--- config.mk ---
export PLATFORM = sky130hd
export DESIGN_NAME = vga_layer_mixer_flat
export DESIGN_NICKNAME = d
export VERILOG_FILES = /design/src/rtl/vga_pkg.sv /design/src/rtl/vga_layer_mixer_if.sv /design/src/rtl/layer_prio_sel.sv /design/src/rtl/vga_layer_mixer.sv /design/src/flat_wrapper.sv
export SDC_FILE = /design/constraint.sdc
export NUM_CORES = 1
export LEC_CHECK = 0
export BUFFER_PORTS_ARGS = -buffer_cell sky130_fd_sc_hd__buf_2
export CAP_MARGIN = 40
export CORE_MARGIN = 4
export CORE_UTILIZATION = 45
export DETAILED_ROUTE_END_ITERATION = 10
export GPL_TIMING_DRIVEN = 0
export PLACE_DENSITY = 0.87
export SLEW_MARGIN = 20
export SYNTH_ARGS = -nofsm -noshare
export SYNTH_HDL_FRONTEND = slang
export SYNTH_SLANG_ARGS = --single-unit
--- constraint.sdc ---
create_clock -name clk -period 1.5 [get_ports clk]
set_clock_uncertainty 0.2 [all_clocks]
set_input_delay 0.075 -clock clk [delete_from_list [all_inputs] [get_ports clk]]
set_output_delay 0.075 -clock clk [all_outputs]
set_load 0.01 [all_outputs]
--- src/rtl/vga_pkg.sv ---
// rtl/vga_pkg.sv - shared colour widths, default key colour and RGB332->RGB444 expansion
package vga_pkg;

    localparam int RGB332_W = 8;
    localparam int RGB444_W = 12;

    localparam logic [RGB332_W-1:0] KEY_COLOR_DEFAULT = 8'hE3;

    // Replicate the top bits so full-scale 3/2-bit channels map to full-scale 4-bit channels.
    function automatic logic [RGB444_W-1:0] expand_332_444(input logic [RGB332_W-1:0] c);
        return {c[7:5], c[7], c[4:2], c[4], c[1:0], c[1:0]};
    endfunction

endpackage

--- src/rtl/vga_layer_mixer_if.sv ---
// rtl/vga_layer_mixer_if.sv - pixel/sync bundle between vga_sync, layer generators and the mixer
interface vga_layer_mixer_if
    import vga_pkg::*;
#(
    parameter int N_LAYERS = 4,
    parameter int FCNT_W   = 8
);

    logic                         pixel_tick;
    logic                         video_on;
    logic                         hsync_in;
    logic                         vsync_in;
    logic [RGB332_W*N_LAYERS-1:0] layer_rgb;
    logic [N_LAYERS-1:0]          layer_en;
    logic [RGB332_W-1:0]          bg_rgb;
    logic                         hsync;
    logic                         vsync;
    logic [RGB444_W-1:0]          rgb;
    logic                         frame_start;
    logic [FCNT_W-1:0]            frame_cnt;

    modport master (
        output pixel_tick, video_on, hsync_in, vsync_in, layer_rgb, layer_en, bg_rgb,
        input  hsync, vsync, rgb, frame_start, frame_cnt
    );

    modport slave (
        input  pixel_tick, video_on, hsync_in, vsync_in, layer_rgb, layer_en, bg_rgb,
        output hsync, vsync, rgb, frame_start, frame_cnt
    );

endinterface

--- src/rtl/layer_prio_sel.sv ---
// rtl/layer_prio_sel.sv - combinational priority select with per-layer transparency key
module layer_prio_sel
    import vga_pkg::*;
#(
    parameter int                  N_LAYERS  = 4,
    parameter logic [RGB332_W-1:0] KEY_COLOR = KEY_COLOR_DEFAULT
) (
    input  logic [RGB332_W*N_LAYERS-1:0] layer_rgb,
    input  logic [N_LAYERS-1:0]          layer_en,
    input  logic [RGB332_W-1:0]          bg_rgb,
    output logic [RGB332_W-1:0]          sel_rgb
);

    // Walk from lowest to highest priority so the lowest qualifying index wins.
    always_comb begin
        sel_rgb = bg_rgb;
        for (int i = N_LAYERS - 1; i >= 0; i--) begin
            if (layer_en[i] && (layer_rgb[RGB332_W*i +: RGB332_W] != KEY_COLOR)) begin
                sel_rgb = layer_rgb[RGB332_W*i +: RGB332_W];
            end
        end
    end

endmodule

--- src/rtl/vga_layer_mixer.sv ---
// rtl/vga_layer_mixer.sv - two-stage layer compositing pipeline with sync delay and frame logic
module vga_layer_mixer
    import vga_pkg::*;
#(
    parameter int                  N_LAYERS  = 4,
    parameter logic [RGB332_W-1:0] KEY_COLOR = KEY_COLOR_DEFAULT,
    parameter logic                SYNC_IDLE = 1'b0,
    parameter int                  FCNT_W    = 8
) (
    input  logic clk,
    input  logic reset,
    vga_layer_mixer_if.slave bus
);

    logic [RGB332_W-1:0] bg_shadow;
    logic [RGB332_W-1:0] mux_rgb;
    logic [RGB332_W-1:0] s1_rgb;
    logic                s1_video_on;
    logic                s1_hsync;
    logic                s1_vsync;
    logic [RGB444_W-1:0] rgb_q;
    logic                hsync_q;
    logic                vsync_q;
    logic                vsync_prev;
    logic                frame_start_q;
    logic [FCNT_W-1:0]   frame_cnt_q;
    logic                vsync_rise;

    layer_prio_sel #(
        .N_LAYERS  (N_LAYERS),
        .KEY_COLOR (KEY_COLOR)
    ) u_prio_sel (
        .layer_rgb (bus.layer_rgb),
        .layer_en  (bus.layer_en),
        .bg_rgb    (bg_shadow),
        .sel_rgb   (mux_rgb)
    );

    assign vsync_rise = bus.vsync_in & ~vsync_prev;

    always_ff @(posedge clk or negedge reset) begin
        if (!reset) begin
            s1_rgb      <= '0;
            s1_video_on <= 1'b0;
            s1_hsync    <= SYNC_IDLE;
            s1_vsync    <= SYNC_IDLE;
            rgb_q       <= '0;
            hsync_q     <= SYNC_IDLE;
            vsync_q     <= SYNC_IDLE;
        end else if (bus.pixel_tick) begin
            s1_rgb      <= mux_rgb;
            s1_video_on <= bus.video_on;
            s1_hsync    <= bus.hsync_in;
            s1_vsync    <= bus.vsync_in;
            rgb_q       <= s1_video_on ? expand_332_444(s1_rgb) : '0;
            hsync_q     <= s1_hsync;
            vsync_q     <= s1_vsync;
        end
    end

    // Frame logic runs every clk; the shadow only changes on a vsync rise so a frame never tears.
    always_ff @(posedge clk or negedge reset) begin
        if (!reset) begin
            vsync_prev    <= 1'b0;
            frame_start_q <= 1'b0;
            frame_cnt_q   <= '0;
            bg_shadow     <= '0;
        end else begin
            vsync_prev    <= bus.vsync_in;
            frame_start_q <= vsync_rise;
            if (vsync_rise) begin
                bg_shadow   <= bus.bg_rgb;
                frame_cnt_q <= frame_cnt_q + {{(FCNT_W-1){1'b0}}, 1'b1};
            end
        end
    end

    assign bus.rgb         = rgb_q;
    assign bus.hsync       = hsync_q;
    assign bus.vsync       = vsync_q;
    assign bus.frame_start = frame_start_q;
    assign bus.frame_cnt   = frame_cnt_q;

endmodule

--- src/flat_wrapper.sv ---
// flat-port wrapper written by rule: the top's interface ports become plain ports
module vga_layer_mixer_flat import vga_pkg::*;
#(
    parameter int                  N_LAYERS  = 4,
    parameter logic [RGB332_W-1:0] KEY_COLOR = KEY_COLOR_DEFAULT,
    parameter logic                SYNC_IDLE = 1'b0,
    parameter int                  FCNT_W    = 8
)
  (clk, reset, bus_pixel_tick, bus_video_on, bus_hsync_in, bus_vsync_in, bus_layer_rgb, bus_layer_en, bus_bg_rgb, bus_hsync, bus_vsync, bus_rgb, bus_frame_start, bus_frame_cnt);
  vga_layer_mixer_if #(.N_LAYERS(N_LAYERS), .FCNT_W(FCNT_W)) bus_i ();
  input  logic clk;
  input  logic reset;
  input wire logic [$bits(bus_i.pixel_tick)-1:0] bus_pixel_tick;
  input wire logic [$bits(bus_i.video_on)-1:0] bus_video_on;
  input wire logic [$bits(bus_i.hsync_in)-1:0] bus_hsync_in;
  input wire logic [$bits(bus_i.vsync_in)-1:0] bus_vsync_in;
  input wire logic [$bits(bus_i.layer_rgb)-1:0] bus_layer_rgb;
  input wire logic [$bits(bus_i.layer_en)-1:0] bus_layer_en;
  input wire logic [$bits(bus_i.bg_rgb)-1:0] bus_bg_rgb;
  output wire logic [$bits(bus_i.hsync)-1:0] bus_hsync;
  output wire logic [$bits(bus_i.vsync)-1:0] bus_vsync;
  output wire logic [$bits(bus_i.rgb)-1:0] bus_rgb;
  output wire logic [$bits(bus_i.frame_start)-1:0] bus_frame_start;
  output wire logic [$bits(bus_i.frame_cnt)-1:0] bus_frame_cnt;
  assign bus_i.pixel_tick = bus_pixel_tick;
  assign bus_i.video_on = bus_video_on;
  assign bus_i.hsync_in = bus_hsync_in;
  assign bus_i.vsync_in = bus_vsync_in;
  assign bus_i.layer_rgb = bus_layer_rgb;
  assign bus_i.layer_en = bus_layer_en;
  assign bus_i.bg_rgb = bus_bg_rgb;
  assign bus_hsync = bus_i.hsync;
  assign bus_vsync = bus_i.vsync;
  assign bus_rgb = bus_i.rgb;
  assign bus_frame_start = bus_i.frame_start;
  assign bus_frame_cnt = bus_i.frame_cnt;
  vga_layer_mixer #(.N_LAYERS(N_LAYERS), .KEY_COLOR(KEY_COLOR), .SYNC_IDLE(SYNC_IDLE), .FCNT_W(FCNT_W)) u_core (.clk(clk), .reset(reset), .bus(bus_i));
endmodule
==> impl_metrics.json, run 1 <==
{
  "grt_max_degree": 40,
  "vdd_drop_max_uv": 837.0,
  "p_per_area_nw_per_um2": 981.1,
  "synth_area_leader_cell": "dfrtp_1",
  "drtIter0Drc": 126,
  "final_core_utilization_pct": 66.21,
  "yosysTopAreaCellShare_pct": 46.99,
  "hold_viol": 0,
  "area_delta_synth_final_pct": 40.72,
  "wl_um": 5738,
  "grt_pass1_vias": 2030,
  "synth_top_cells_by_count": "dfrtp_1, nand2_1, mux2_2, o21ai_0, inv_1",
  "start_util_pct": 47.05,
  "io_buffer_count": 71,
  "gr-usage-met3_pct": 6.872,
  "relSlewSlack_pct": 64.87,
  "drc": 0,
  "status": "finished clean",
  "syn_area_per_cell_um2": 10.65,
  "maxSlewViolCount": 0,
  "crit_path_max_fanout": 10,
  "numCtsBuffers": 5,
  "startpoint": "u_core.vsync_prev",
  "period_minus_slack_ns": 1.459,
  "placeableCoreArea_um2": 4414,
  "finalSetupViolations": 0,
  "synthCells": 195,
  "synth_most_common_cell": "dfrtp_1",
  "clockBufferDepth": 2,
  "num_vias": 1962,
  "wl_per_cell_um": 16.21,
  "synthesis.area_um2": 2077,
  "yosysSeqAreaShare_pct": 46.99,
  "cts_tree": "yes",
  "synth_edf_count": 0,
  "drive_gt1_share_pct": 37.21,
  "via_per_inst": 5.542,
  "synth_ff_type": "dfrtp_1",
  "grt_pass1_wl_um": 9625,
  "ys_types": 40,
  "clk_pin_slew_ns": 0.07,
  "grt.busiest_layer": "met2",
  "ys_async_sr_fraction_pct": 100.0,
  "clock_latency_ns": 0.29,
  "met1_usage_pct": 24.18,
  "drv_cap": 0,
  "total_power_w": 0.002868,
  "r2r-start": "u_core.vsync_prev",
  "use_met2_pct": 33.13,
  "cts_htree_levels": 2,
  "fill_cells": 357,
  "cts_root_buf": "clkbuf_8",
  "fmax_mhz": 685.6,
  "cts.sinks": 39,
  "end_kind": "flop",
  "synth_nets": 246,
  "p_leak_nw": 1.373,
  "nNetsFinal": 353,
  "dp_hpwl_um": 4082,
  "die_y_um": 75.94,
  "ios": 73,
  "hp-class": "in -> reg",
  "worstSetupStartpointType": "flop",
  "antenna_found_initial": 1,
  "grt_overflow_total": 0,
  "drt_first_pass_iters": 4,
  "required_ns": 1.48,
  "track_usage_pct": 20.43,
  "synth_area_leaders": "dfrtp_1, mux2_2, o21ai_0",
  "min_period_over_period_pct": 97.24,
  "hp-start": "bus_layer_rgb[12]",
  "postPlaceCellArea_um2": 2500,
  "die_x_um": 75.94,
  "ys_warn_count": 0,
  "postRouteAntennaNets": 0,
  "final_area_um2": 2923,
  "ys_ff_latch": 39,
  "worst_slew_pin_slew_ns": 0.5201,
  "rsz0062_at_grt": "true",
  "arrival_ns": 1.44,
  "fin_hold_ws_ns": 0.01084,
  "place_congestion": 0.8665,
  "crit_type": "reg -> reg",
  "row_count": 24,
  "fp.dieArea_um2": 5766
}
-- per-stage QoR --
| stage | cells | TNS [ns] | setup WS (ns) |
|---|---|---|---|
| after floorplan | 195 | 0 | 0.02223 |
| after global placement | 318 | -1.875 | -0.1615 |
| after detailed placement | 318 | -2.786 | -0.2440 |
| after CTS | 349 | 0 | 0.006869 |
| after global routing | 354 | -0.02637 | -0.01411 |
| final | 354 | 0 | 0.04138 |
-- power breakdown --
group | leakage (nW) | switching [W] | internal [W]
logic | 0.867 | 0.000394 | 0.000419
clock network | 0.0371 | 0.000348 | 0.000310
registers | 0.469 | 0.000158 | 0.00124
total | 1.37 | 0.000901 | 0.00197
-- area by class of cell --
cell class	instances	area, µm²	area share [%]
tap	52	65.06	2.226
buffer	13	86.33	2.954
sequential	39	975.9	33.39
timing repair buffer	100	653.1	22.35
multi-input combinational	130	1018	34.85
antenna	1	2.502	0.08562
clock buffer	6	72.57	2.483
inverter	13	48.80	1.670
-- path summary, 6_finish.rpt --
path	to	slack, ns	cells past startpoint
setup / recovery	u_core.bg_shadow[6]	0.04	4
hold / removal	u_core.s1_rgb[4]	0.01	4
setup reg to reg	u_core.bg_shadow[6]	0.04	4
hold reg to reg	u_core.bus.frame_cnt[7]	0.28	1
max in group asynchronous	u_core.bg_shadow[0]	0.21	4
min in group asynchronous	u_core.bus.frame_cnt[3]	0.49	3
-- cell usage in the layout (no fill, tap or decap), types with 5 or more instances in the layout --
master	Yosys	routed
clkbuf_8	0	6
buf_4	4	5
inv_1	13	13
a31oi_1	5	5
nand2_1	17	17
mux2i_1	5	5
dlygate4sd3_1	0	27
nand3b_1	5	5
nand3_1	9	9
buf_2	2	72
o21ai_0	14	14
dfrtp_1	39	39
mux2_2	14	14
o2111ai_1	6	6
clkbuf_1	6	6
a21oi_1	5	5
-- critical path: stages (launching register included) --
cell and delay [ns]:
dfrtp_1 0.38, nor2b_2 0.12, clkbuf_8 0.17, buf_8 0.14, mux2_2 0.34
-- sequential cells by signal (all words and copies together), names as in the netlist --
| signal | flops |
|---|---|
| u_core.s1_video_on | 1 |
| u_core.bus.vsync | 1 |
| u_core.bus.frame_cnt | 8 |
| u_core.vsync_prev | 1 |
| u_core.s1_hsync | 1 |
| u_core.s1_vsync | 1 |
| u_core.bus.hsync | 1 |
| u_core.bg_shadow | 8 |
| u_core.bus.frame_start | 1 |
| u_core.s1_rgb | 8 |
| u_core.bus.rgb | 8 |
-- metal layers --
layer | vias up | routed length [µm]
li1 | 946 | -
met1 | 926 | 2282
met2 | 74 | 2900
met3 | 16 | 386
met4 | 0 | 168
met5 | - | 0
-- kinds of logic after synthesis --
logic type / count (synthesis) / synth area share, %
AOI/OAI and AO/OA: 48 / 16.93
xor gates and xnor gates: 7 / 2.952
and+or+nand+nor: 55 / 16.99
DFF: 39 / 46.99
muxes: 19 / 10.00
buffers and inverters: 26 / 5.542
adders and majority gates: 1 / 0.6023
-- what timing repair did --
| action | CTS | global route |
|---|---|---|
| gates resized for setup | 4 | 8 |
| endpoints found under the hold margin | 59 | 6 |
| pin swaps | 0 | 1 |
| hold buffers | 25 | 2 |
| endpoints found under the setup margin | 16 | 11 |
| setup buffers | 0 | 1 |
Note: power is estimated with default switching activity, not from simulation.
==> inputs of run 2 (changes only) <==
--- a/config.mk
+++ b/config.mk
@@ -12,6 +12,7 @@
 export DETAILED_ROUTE_END_ITERATION = 10
 export GPL_TIMING_DRIVEN = 0
 export PLACE_DENSITY = 0.87
+export RECOVER_POWER = 25
 export SLEW_MARGIN = 20
 export SYNTH_ARGS = -nofsm -noshare
 export SYNTH_HDL_FRONTEND = slang
==> run 2 against run 1 <==
Net effect: hold slack about the same; non-clock buffer count unchanged; first-iteration DRC count up 21%; cell area down 0.17%; utilization down 0.11 points; power about the same; largest power group unchanged; routed wire length about the same; register-to-register slack about the same; via count up 0.25%; critical endpoint unchanged; sequential share of layout area up 0.057 points; combinational power about the same; sequential power about the same.
==> impl_metrics.json, run 2 (synthesized netlist as in run 1, its figures left out) <==
{
  "crit_path_max_incr_delay_ns": 0.38,
  "fill_cells": 360,
  "drtIter0Drc": 153,
  "hold_viol": 0,
  "crit_type": "reg -> reg",
  "drc": 0,
  "clockBufferDepth": 2,
  "drt_first_pass_iters": 4,
  "drv_cap": 0,
  "fin_hold_ws_ns": 0.01120,
  "min_to": "u_core.s1_rgb[4]",
  "crit_path_max_fanout": 10,
  "required_ns": 1.48,
  "die_y_um": 75.94,
  "p_leak_nw": 1.361,
  "crit_chain": "nor2b_2, clkbuf_8, buf_8, mux2_2",
  "worstSetupStartpointType": "flop",
  "num_vias": 1967,
  "whs_path_depth": 4,
  "fp.dieArea_um2": 5766,
  "rsz0062_at_grt": "true",
  "clock_latency_ns": 0.29,
  "vdd_drop_max_uv": 836.8,
  "wl_per_cell_um": 16.21,
  "cts_tree": "yes",
  "grt_pass1_vias": 2030,
  "setup-tns-final_ns": 0,
  "via_per_inst": 5.556,
  "cp_slowest_cell": "dfrtp_1",
  "start_util_pct": 47.05,
  "final_cell_mix": "buf_2, dfrtp_1, dlygate4sd3_1",
  "worst_slew_pin_slew_ns": 0.5201,
  "netSwitchingFraction_pct": 31.45,
  "die_x_um": 75.94,
  "relSlewSlack_pct": 64.87,
  "numCtsBuffers": 5,
  "r2r-start": "u_core.vsync_prev",
  "status": "finished clean",
  "nNetsFinal": 353,
  "power_frac_seq_pct": 48.7,
  "io_buffer_count": 71,
  "hp-start": "bus_layer_rgb[12]",
  "track_usage_pct": 20.43,
  "hp-class": "in -> reg",
  "cts.sinks": 39,
  "cts_htree_levels": 2,
  "arrival_ns": 1.44,
  "reg2regPathDepth": 4,
  "dp_hpwl_um": 4082,
  "grt_overflow_total": 0,
  "worst_r2r_endpoint": "u_core.bg_shadow[6]",
  "end_kind": "flop",
  "cp.buffers_inverters": 2,
  "finalSetupViolations": 0,
  "min_period_over_period_pct": 97.24,
  "clockPowerShare_pct": 23.0,
  "final_common_cell": "buf_2",
  "postRouteAntennaNets": 0,
  "grt_max_degree": 40,
  "area_delta_synth_final_pct": 40.48,
  "placeableCoreArea_um2": 4414,
  "grt_pass1_wl_um": 9625,
  "power.internal_w": 0.001965,
  "pwr-share-comb_pct": 28.3,
  "clk_pin_slew_ns": 0.07,
  "antenna_found_initial": 1,
  "ios": 73,
  "p_switching_w": 0.0009013,
  "place_congestion": 0.8665,
  "wl_um": 5737,
  "r2r_setup_slack_ns": 0.04,
  "row_count": 24,
  "fmax_mhz": 685.6,
  "p_per_area_nw_per_um2": 982.2,
  "cp_top_family": "flip-flops",
  "maxSlewViolCount": 0,
  "period_minus_slack_ns": 1.459,
  "cts_root_buf": "clkbuf_8",
  "drive_gt1_share_pct": 35.88
}
-- run 2: changes by cell type in the layout (fill, tap and decap cells not counted), sizes merged --
cell    change
clkbuf      +5
buf         -5
-- run 2: worst min-delay path: stages --
cell,delay (ns)
buf_2,0.11
nand2_1,0.06
and3_1,0.15
o22ai_1,0.07
-- run 2: stage by stage --
stage          setup WS (ns)  cell area, µm²  util, %  cells  power (W)
2_1_floorplan        0.02223            2079        -    195   0.001791
5_1_grt             -0.01411            2918    66.10    354   0.003028
3_5_place_dp         -0.2440            2500    56.63    318   0.002134
6_report             0.04142            2918    66.10    354   0.002866
4_1_cts             0.006869            2836    64.26    349   0.002841
3_3_place_gp         -0.1615            2500    56.63    318   0.002086
-- run 2: worst max-delay path by stage --
stage,startpoint,end,slack [ns],cells after the start
detailed placement,u_core.vsync_prev,u_core.bg_shadow[6],-0.24,4
global placement,u_core.vsync_prev,u_core.bg_shadow[6],-0.16,4
finish,u_core.vsync_prev,u_core.bg_shadow[6],0.04,4
floorplan,u_core.vsync_prev,u_core.bg_shadow[3],0.02,4
global route,u_core.vsync_prev,u_core.bus.frame_cnt[7],-0.01,5
CTS,u_core.vsync_prev,u_core.bg_shadow[6],0.007,4
-- run 2: power by group through the flow --
stage / combinational, W / sequential (W) / clock [W]
finish: 0.000811 / 0.00140 / 0.000658
global route: 0.000897 / 0.00142 / 0.000710
CTS: 0.000787 / 0.00138 / 0.000671
detailed placement: 0.000731 / 0.00140 / 0
global placement: 0.000697 / 0.00139 / 0
floorplan: 0.000356 / 0.00144 / 0
-- run 2: layout make-up --
cell class	instances	area [µm²]	area share, %
antenna	1	2.502	0.08576
buffer	13	86.33	2.959
clock buffer	6	72.57	2.487
inverter	13	48.80	1.672
multi-input combinational	130	1018	34.91
sequential	39	975.9	33.45
tap	52	65.06	2.230
timing repair buffer	100	648.1	22.21
-- run 2: timing repair --
action,4_1_cts,5_1_grt
hold buffers,25,2
setup endpoints to repair,16,11
hold endpoints to repair,59,6
pin swaps,0,1
resized for setup,4,8
setup buffers,0,1
-- run 2: layer usage --
| layer | up-vias | GRT usage, % | share of wire, % |
|---|---|---|---|
| li1 | 945 | - | - |
| met1 | 930 | 24.18 | 39 |
| met2 | 76 | 33.13 | 51 |
| met3 | 16 | 6.872 | 7.1 |
| met4 | 0 | 9.609 | 2.9 |
| met5 | - | 0 | 0 |
